**config.mk**
```make
export PLATFORM = sky130hd
export DESIGN_NAME = tcdm_bank_arbiter
export DESIGN_NICKNAME = d
export VERILOG_FILES = /design/src/rtl/tcdm_bank_arb_pkg.sv /design/src/rtl/tcdm_rr_pick.sv /design/src/rtl/tcdm_bank_arbiter.sv
export SDC_FILE = /design/constraint.sdc
export NUM_CORES = 1
export LEC_CHECK = 0
export CORE_AREA = 2 2 165 167
export DETAILED_ROUTE_END_ITERATION = 10
export DIE_AREA = 0 0 167 169
export PLACE_DENSITY_LB_ADDON = 0.12
export SLEW_MARGIN = 20
export SYNTH_ARGS = -nofsm -noshare
export SYNTH_HDL_FRONTEND = slang
export SYNTH_SLANG_ARGS = --single-unit
export TNS_END_PERCENT = 30
```
**constraint.sdc**
```tcl
create_clock -name clk_i -period 4.4 [get_ports clk_i]
set_clock_uncertainty 0.1 [all_clocks]
set_input_delay 0.88 -clock clk_i [delete_from_list [all_inputs] [get_ports clk_i]]
set_output_delay 0.88 -clock clk_i [all_outputs]
set_load 0.005 [all_outputs]
```
**src/rtl/tcdm_bank_arb_pkg.sv**
```systemverilog
// Shared types and helpers for the TCDM bank arbiter.
// The TCDM_BANK_ARB_LOCK_EN macro controls whether the lock state type is used.
package tcdm_bank_arb_pkg;

  localparam int DefAddrWidth = 32;
  localparam int DefDataWidth = 32;
  localparam int DefBeWidth   = DefDataWidth / 8;

  typedef enum logic {
    UNLOCKED = 1'b0,
    LOCKED   = 1'b1
  } lock_state_e;

  typedef struct packed {
    logic [DefAddrWidth-1:0] add;
    logic                    wen;
    logic [DefDataWidth-1:0] wdata;
    logic [DefBeWidth-1:0]   be;
  } bank_req_t;

  // Index width for n items; a single item still needs one bit.
  function automatic int idx_w(input int n);
    return (n > 1) ? $clog2(n) : 1;
  endfunction

endpackage

```
**src/rtl/tcdm_rr_pick.sv**
```systemverilog
// Combinational round-robin find-first: first set request at or after i_ptr,
// searching upward modulo NumPorts.
module tcdm_rr_pick
  import tcdm_bank_arb_pkg::*;
#(
  parameter int NumPorts = 4,
  parameter int IdxW     = idx_w(NumPorts)
) (
  input  logic [NumPorts-1:0] i_req,
  input  logic [IdxW-1:0]     i_ptr,
  output logic [NumPorts-1:0] o_gnt,
  output logic [IdxW-1:0]     o_idx,
  output logic                o_valid
);

  localparam int SumW = IdxW + 1;

  logic [SumW-1:0] w_sum  [NumPorts];
  logic [IdxW-1:0] w_cand [NumPorts];

  // w_cand[gi] is the port gi steps after the pointer; ptr and gi are both
  // below NumPorts, so a single conditional subtract performs the modulo.
  for (genvar gi = 0; gi < NumPorts; gi++) begin : g_cand
    assign w_sum[gi]  = {1'b0, i_ptr} + SumW'(gi);
    assign w_cand[gi] = (w_sum[gi] >= SumW'(NumPorts))
                      ? IdxW'(w_sum[gi] - SumW'(NumPorts))
                      : IdxW'(w_sum[gi]);
  end

  // Walk from farthest to nearest so the nearest requester overwrites last.
  always_comb begin
    o_idx   = '0;
    o_valid = 1'b0;
    for (int i = NumPorts - 1; i >= 0; i--) begin
      if (i_req[w_cand[i]]) begin
        o_idx   = w_cand[i];
        o_valid = 1'b1;
      end
    end
  end

  assign o_gnt = o_valid ? (NumPorts'(1) << o_idx) : '0;

endmodule

```
**src/rtl/tcdm_bank_arbiter.sv**
```systemverilog
// Round-robin arbiter sharing one single-ported TCDM bank among NumPorts requesters.
// Define TCDM_BANK_ARB_LOCK_EN to add lock_i and the owner-lock FSM for atomic sequences.
module tcdm_bank_arbiter
  import tcdm_bank_arb_pkg::*;
#(
  parameter int NumPorts  = 4,
  parameter int AddrWidth = 32,
  parameter int DataWidth = 32,
  parameter int BeWidth   = DataWidth / 8
) (
  input  logic                               clk_i,
  input  logic                               rst_ni,
  input  logic [NumPorts-1:0]                req_i,
  input  logic [NumPorts-1:0][AddrWidth-1:0] add_i,
  input  logic [NumPorts-1:0]                wen_i,
  input  logic [NumPorts-1:0][DataWidth-1:0] wdata_i,
  input  logic [NumPorts-1:0][BeWidth-1:0]   be_i,
`ifdef TCDM_BANK_ARB_LOCK_EN
  input  logic [NumPorts-1:0]                lock_i,
`endif
  output logic [NumPorts-1:0]                gnt_o,
  output logic [NumPorts-1:0]                r_valid_o,
  output logic [DataWidth-1:0]               r_rdata_o,
  output logic                               bank_req_o,
  output logic [AddrWidth-1:0]               bank_add_o,
  output logic                               bank_wen_o,
  output logic [DataWidth-1:0]               bank_wdata_o,
  output logic [BeWidth-1:0]                 bank_be_o,
  input  logic [DataWidth-1:0]               bank_rdata_i
);

  localparam int IdxW = idx_w(NumPorts);

  logic [IdxW-1:0]     r_rr_q;
  logic [IdxW-1:0]     r_resp_idx_q;
  logic                r_resp_v_q;
  logic [NumPorts-1:0] w_req;
  logic [NumPorts-1:0] w_gnt;
  logic [IdxW-1:0]     w_idx;
  logic                w_valid;
  logic [IdxW-1:0]     w_rr_next;

`ifdef TCDM_BANK_ARB_LOCK_EN
  lock_state_e     r_state_q, w_state_d;
  logic [IdxW-1:0] r_owner_q, w_owner_d;

  // While locked only the owner is visible to the picker.
  assign w_req = (r_state_q == LOCKED) ? (req_i & (NumPorts'(1) << r_owner_q)) : req_i;

  always_ff @(posedge clk_i or negedge rst_ni) begin
    if (!rst_ni) begin
      r_state_q <= UNLOCKED;
      r_owner_q <= '0;
    end else begin
      r_state_q <= w_state_d;
      r_owner_q <= w_owner_d;
    end
  end

  always_comb begin
    w_state_d = r_state_q;
    w_owner_d = r_owner_q;
    case (r_state_q)
      UNLOCKED: begin
        if (w_valid && lock_i[w_idx]) begin
          w_state_d = LOCKED;
          w_owner_d = w_idx;
        end
      end
      LOCKED: begin
        if (w_valid && !lock_i[r_owner_q]) begin
          w_state_d = UNLOCKED;
        end
      end
      default: w_state_d = UNLOCKED;
    endcase
  end
`else
  assign w_req = req_i;
`endif

  tcdm_rr_pick #(
    .NumPorts (NumPorts),
    .IdxW     (IdxW)
  ) u_pick (
    .i_req   (w_req),
    .i_ptr   (r_rr_q),
    .o_gnt   (w_gnt),
    .o_idx   (w_idx),
    .o_valid (w_valid)
  );

  // While locked, every grant goes to the owner, so winner+1 equals the
  // pointer already set on lock entry: the pointer stays frozen.
  assign w_rr_next = (w_idx == IdxW'(NumPorts - 1)) ? '0 : (w_idx + IdxW'(1));

  always_ff @(posedge clk_i or negedge rst_ni) begin
    if (!rst_ni) begin
      r_rr_q       <= '0;
      r_resp_v_q   <= 1'b0;
      r_resp_idx_q <= '0;
    end else begin
      r_resp_v_q <= w_valid;
      if (w_valid) begin
        r_rr_q       <= w_rr_next;
        r_resp_idx_q <= w_idx;
      end
    end
  end

  assign gnt_o        = w_gnt;
  assign bank_req_o   = |w_req;
  assign bank_add_o   = add_i[w_idx];
  assign bank_wen_o   = wen_i[w_idx];
  assign bank_wdata_o = wdata_i[w_idx];
  assign bank_be_o    = be_i[w_idx];

  assign r_valid_o = r_resp_v_q ? (NumPorts'(1) << r_resp_idx_q) : '0;
  assign r_rdata_o = bank_rdata_i;

endmodule
```
==> Word level (Yosys, flattened, before mapping) <==
Cells that the tools add are included.
{ "classes": {"shifts": 2, "n_lt_le_gt_ge": 9, "n_eq_ne": 1, "reduce_logical": 1, "muxes": 31, "n_addsub": 8} }
{ "ops": {"columns": ["op", "count"], "rows": [
  ["$bmux 32 s2", 2],
  ["$mux 32", 2],
  ["$mux 2", 9],
  ["$lt 2x3->1 const B", 5],
  ["$mux 4", 3],
  ["$bmux 1 s2", 5],
  ["$ge 3x3->1 const B", 3],
  ["$mux 1", 9],
  ["$bmux 4 s2", 1],
  ["$shl 1x2->4 const A", 2],
  ["$sub 2x1->2 const B", 4],
  ["$add 2x2->3 const B", 2],
  ["$reduce_or 4->1", 1],
  ["$add 2x1->3 const B", 1],
  ["$ge 2x3->1 const B", 1],
  ["$add 2x1->2 const B", 1],
  ["$eq 2x2->1 const B", 1]
]} }
{ "totals": {"output_inout_bits": 110, "wordCells": 55, "register_bits": 5} }

==> Longest topological paths before layout <==
Gate-level depths: netlist of the first run.
{ "depth": {"ltp_word": 11, "mapped_depth": 7} }

==> Cells and area by module <==
Synthesis of the first run repeated with hierarchy kept, for this count alone.
{ "hier_totals": {"hier_cells": 163, "hier_area_um2": 2394.8} }
{ "by_module_without_submodules": {"columns": ["module", "n_inst", "cells_each", "seq_area_each_um2", "area_each_um2"], "rows": [
  ["tcdm_bank_arbiter", 1, 134, 125.1, 2212.1],
  ["tcdm_rr_pick", 1, 29, 0.0, 182.7]
]} }

==> Least setup slack after synthesis of the first run <==
Ideal clock, no wire load.
{ "synth_timing": {"path_type": "input -> output", "start": "input req_i[0]", "end": "output bank_add_o[10]", "t_arrival_ns": 2.105, "stages": 6, "slack_ns": 1.315, "required_time_ns": 3.420, "path_cell_list": "nor3b_1 nor3_1 and2_1 buf_2 buf_2 mux2i_1"} }
{ "synth_via": {"elab_chain_cells": 8, "elab_cells_between_ends": 14, "cone_classes": "14 x mux"} }
{ "synth_rtl": {"columns": ["element", "line", "rtl"], "rows": [
  ["start: declaration", "tcdm_bank_arbiter.sv:13", "input logic [NumPorts-1:0] req_i,"],
  ["$bmux 1 s2", "tcdm_rr_pick.sv:35", "if (i_req[w_cand[i]]) begin"],
  ["$mux 1 (implied by the code)", "tcdm_rr_pick.sv:35", null],
  ["$mux 2 (3 in a row)", "tcdm_rr_pick.sv:35", null],
  ["$mux 2 (*)", "tcdm_rr_pick.sv:35", null],
  ["$bmux 32 s2 (*)", "tcdm_bank_arbiter.sv:113", "assign bank_add_o = add_i[w_idx];"],
  ["$mux 32 (implied by the code) (*)", "tcdm_bank_arbiter.sv:113", null],
  ["end: declaration", "tcdm_bank_arbiter.sv:25", "output logic [AddrWidth-1:0] bank_add_o,"]
]} }
Every way passes the cells marked *; elsewhere a longest branch is shown, timed or not. The select of a mux whose other input is x is not followed.

==> Final worst setup path of the first run <==
{ "layout_timing": {"start": "input req_i[0]", "end": "output bank_wdata_o[7]"} }
{ "layout_via": {"elab_chain_cells": 8, "elab_cells_between_ends": 14, "cone_classes": "14 x mux"} }
{ "layout_rtl": {"columns": ["element", "line", "rtl"], "rows": [
  ["$bmux 1 s2", "tcdm_rr_pick.sv:35", null],
  ["$mux 1 (implied by the code)", "tcdm_rr_pick.sv:35", null],
  ["$mux 2 (3 in a row)", "tcdm_rr_pick.sv:35", null],
  ["$mux 2 (*)", "tcdm_rr_pick.sv:35", null],
  ["$bmux 32 s2 (*)", "tcdm_bank_arbiter.sv:115", "assign bank_wdata_o = wdata_i[w_idx];"],
  ["$mux 32 (implied by the code) (*)", "tcdm_bank_arbiter.sv:115", null],
  ["end: declaration", "tcdm_bank_arbiter.sv:27", "output logic [DataWidth-1:0] bank_wdata_o,"]
]} }
Marks and branches as above.

==> summary.txt, run 1 <==
status - completed
WHS Endpoint - r_resp_idx_q[0]$_DFFE_PN0P_
grt total ovfl - 0
Final Setup Violations - 0
hold path depth - 2
IO Count - 424
Hold/Removal Path Class - reg -> reg
hold slack final - 0.430 ns
CTS clock-pin slew for the worst setup and hold paths - 0.03 ns
Detailed Route Iter0 Violations - 57
PwrDens - 341 nW/um2
vias in the first global route - 3850
Total Power - 2.32 mW
LEAKAGE - 2.97 nW
Critical Path Fanout Max - 36
Synth cell types - 23
CTS tree - done
synthesis-stage register bit count - 5
Post-CTS Hold Fix Bufs - 0
Non-Filler Instances - 975
Final Cycle Share - 97.3%
Avg WL per Cell - 15.4 um
Synth Instances - 299
share of layout cells above drive strength 1 - 5.68%
final WL - 15.1 mm
Via Count - 3602
Area Growth Syn to Fin - 144%
critical path type - in -> out
DR top layer - met4
CP delay by family, top - buffers and inverters
Die X - 167 um
PortBufs - 359
crit path buf inv count - 4
final setup TNS - 0 ns
sequential cell area fraction in the yosys report - 4.47%
Reg-to-Reg Start - r_rr_q[1]$_DFFE_PN0P_
Placed Cells - 969
Via density - 3.69
fin util - 25.7%
clock latency on the worst-skew pair - 0.23 ns
die area - 28200 um2
max_slew headroom - 68.3%
first-pass GRT wire length - 21.6 mm
Critical-path top delay cell - clkdlybuf4s50_1
RSZ-0062 raised after global routing - no
M1 wire length - 5.46 mm
HP Start - r_resp_idx_q[0]$_DFFE_PN0P_
nets@finish - 949
Data arrival, critical path - 3.30 ns
antenna diode count - 0
row cnt - 60
CP Capture Type - output pin
CP cell instances - clkdlybuf4s50_1 > a21bo_1 > a221o_4 > buf_12 > buf_4 > mux2i_1 > mux2i_1 > clkdlybuf4s50_1
Routability Congestion - 0.777
Ys Warns - 0
Routed Antenna Nets - 0
Pre-antenna DRT Iters - 4
final hold violations - 0
fillers - 2842
Syn Nets - 613
clk sinks - 5
Synth Cell Area - 2800 um2
TritonCTS buffer count - 3
Tmin final - 4.28 ns
largest net degree at the start of global routing - 67
Worst path max stage delay - 0.53 ns
met3 routed WL - 1.35 mm
Clock H-tree levels - 1
CP required - 3.42 ns
GR Util All Layers - 9.71%
DIE HEIGHT - 169 um
commonest non-fill, non-tap cells in the layout - 359 x clkdlybuf4s50_1, 208 x mux2i_1, 21 x buf_4
f_max - 0.234 GHz
Worst setup SP type - input port
Starting Density - 10.6%
Final Slew Violations - 0
max_cap viols - 0
Synth Area per Inst - 9.36 um2
worst slew pin tran - 0.476 ns
antenna violations before repair - 0
Reg2Reg Capture Point - r_rr_q[1]$_DFFE_PN0P_
CTS Root Cell - clkbuf_16
clk buf depth - 2
commonest non-fill, non-tap cell in the layout - clkdlybuf4s50_1
routed wl met2 - 8.01 mm
Worst R2R Setup Slack - 2.39 ns
VDD IR max - 0.000168 V
Core ar. - 26500 um2
DP Wirelength - 13.1 mm
DRC viols - 0
reg2reg path depth - 6
[state kept, by name (all words and copies together) (netlist names)]
signal	cells
r_resp_idx_q	2
r_rr_q	2
r_resp_v_q	1
[metrics by stage]
step / instance area, um2 / setup WS (ns)
6_report: 6810 / 0.119
5_1_grt: 6810 / 0.0247
4_1_cts: 6790 / 0.0479
3_5_place_dp: 6710 / 0.0571
3_3_place_gp: 6710 / 0.146
2_1_floorplan: 2800 / 1.31
[cell families (layout without fill, tap and decap cells)]
logic type | count (synthesis) | in the layout | synth area share, %
muxes | 208 | 208 | 74.4
DFF | 5 | 5 | 4.47
AOI/OAI and AO/OA | 6 | 6 | 1.79
and+or+nand+nor | 20 | 20 | 4.25
buffers and inverters | 60 | 395 | 15.1
[per-layer routing]
metal	vias to the layer above	global-route usage (%)
met5	-	0
met4	0	1.69
met3	24	2.69
met2	212	19.4
met1	1619	10.1
li1	1747	-
[worst min-delay path, stage by stage (launching register included)]
cell and delay (ns):
dfrtp_1 0.38, nand2_1 0.06, nand2_1 0.05
[cells in the mapped netlist]
library cell / instances / share of area (%)
mux2i_1: 208 / 74
buf_4: 33 / 8.9
buf_2: 16 / 2.9
buf_6: 7 / 2.8
dfrtp_1: 5 / 4.5
nor2_1: 4 / 0.54
inv_1: 3 / 0.40
nand2_1: 3 / 0.40
nor3_1: 3 / 0.54
and2_1: 2 / 0.45
and3_1: 2 / 0.45
nor3b_1: 2 / 0.54
a21bo_1: 1 / 0.36
a21o_1: 1 / 0.27
a221o_1: 1 / 0.36
a31oi_1: 1 / 0.22
a32oi_1: 1 / 0.31
and3b_1: 1 / 0.31
and4b_1: 1 / 0.36
inv_2: 1 / 0.13
nor2b_1: 1 / 0.22
nor4_2: 1 / 0.45
o31ai_1: 1 / 0.27
[how the worst max path moves through the flow]
stage,startpoint,endpoint,slack [ns],cells past startpoint
after floorplan,req_i[0],bank_add_o[10],1.31,6
after global placement,req_i[3],bank_wdata_o[3],0.15,8
after detailed placement,req_i[3],bank_wdata_o[3],0.06,8
after CTS,req_i[3],bank_wdata_o[3],0.05,8
after global routing,req_i[3],bank_wdata_o[3],0.02,8
final,req_i[0],bank_wdata_o[7],0.12,8
[report_power, final]
part	internal (mW)	switching [mW]	leakage (nW)
clock	0.120	0.0279	0.0382
sequential	0.0612	0.0222	0.0566
combinational	1.31	0.781	2.88
total	1.49	0.831	2.97
[timing repair]
item / 4_1_cts / 5_1_grt
resized for setup: 0 / 2
setup endpoints to repair: 0 / 19
setup buffers: 0 / 2
[final cells by class]
class	instances	area [um2]	area share (%)
sequential	5	125	1.84
tap	341	427	6.26
multi-input combinational	234	2270	33.3
timing repair buffer	387	3900	57.2
inverter	4	15.0	0.220
clock buffer	4	78.8	1.16
Power figures use the tool's default switching activity.
==> run 2: changes to the inputs <==
Settings changed: CAP_MARGIN set to 20.
==> results of run 2 <==
Same layout as run 1: the final DEF is identical, and so are final timing and power.
==> run 3: changes to the inputs <==
Settings changed: CTS_CLUSTER_SIZE set to 14.
==> results of run 3 <==
Same layout as run 1: the final DEF is identical, and so are final timing and power.
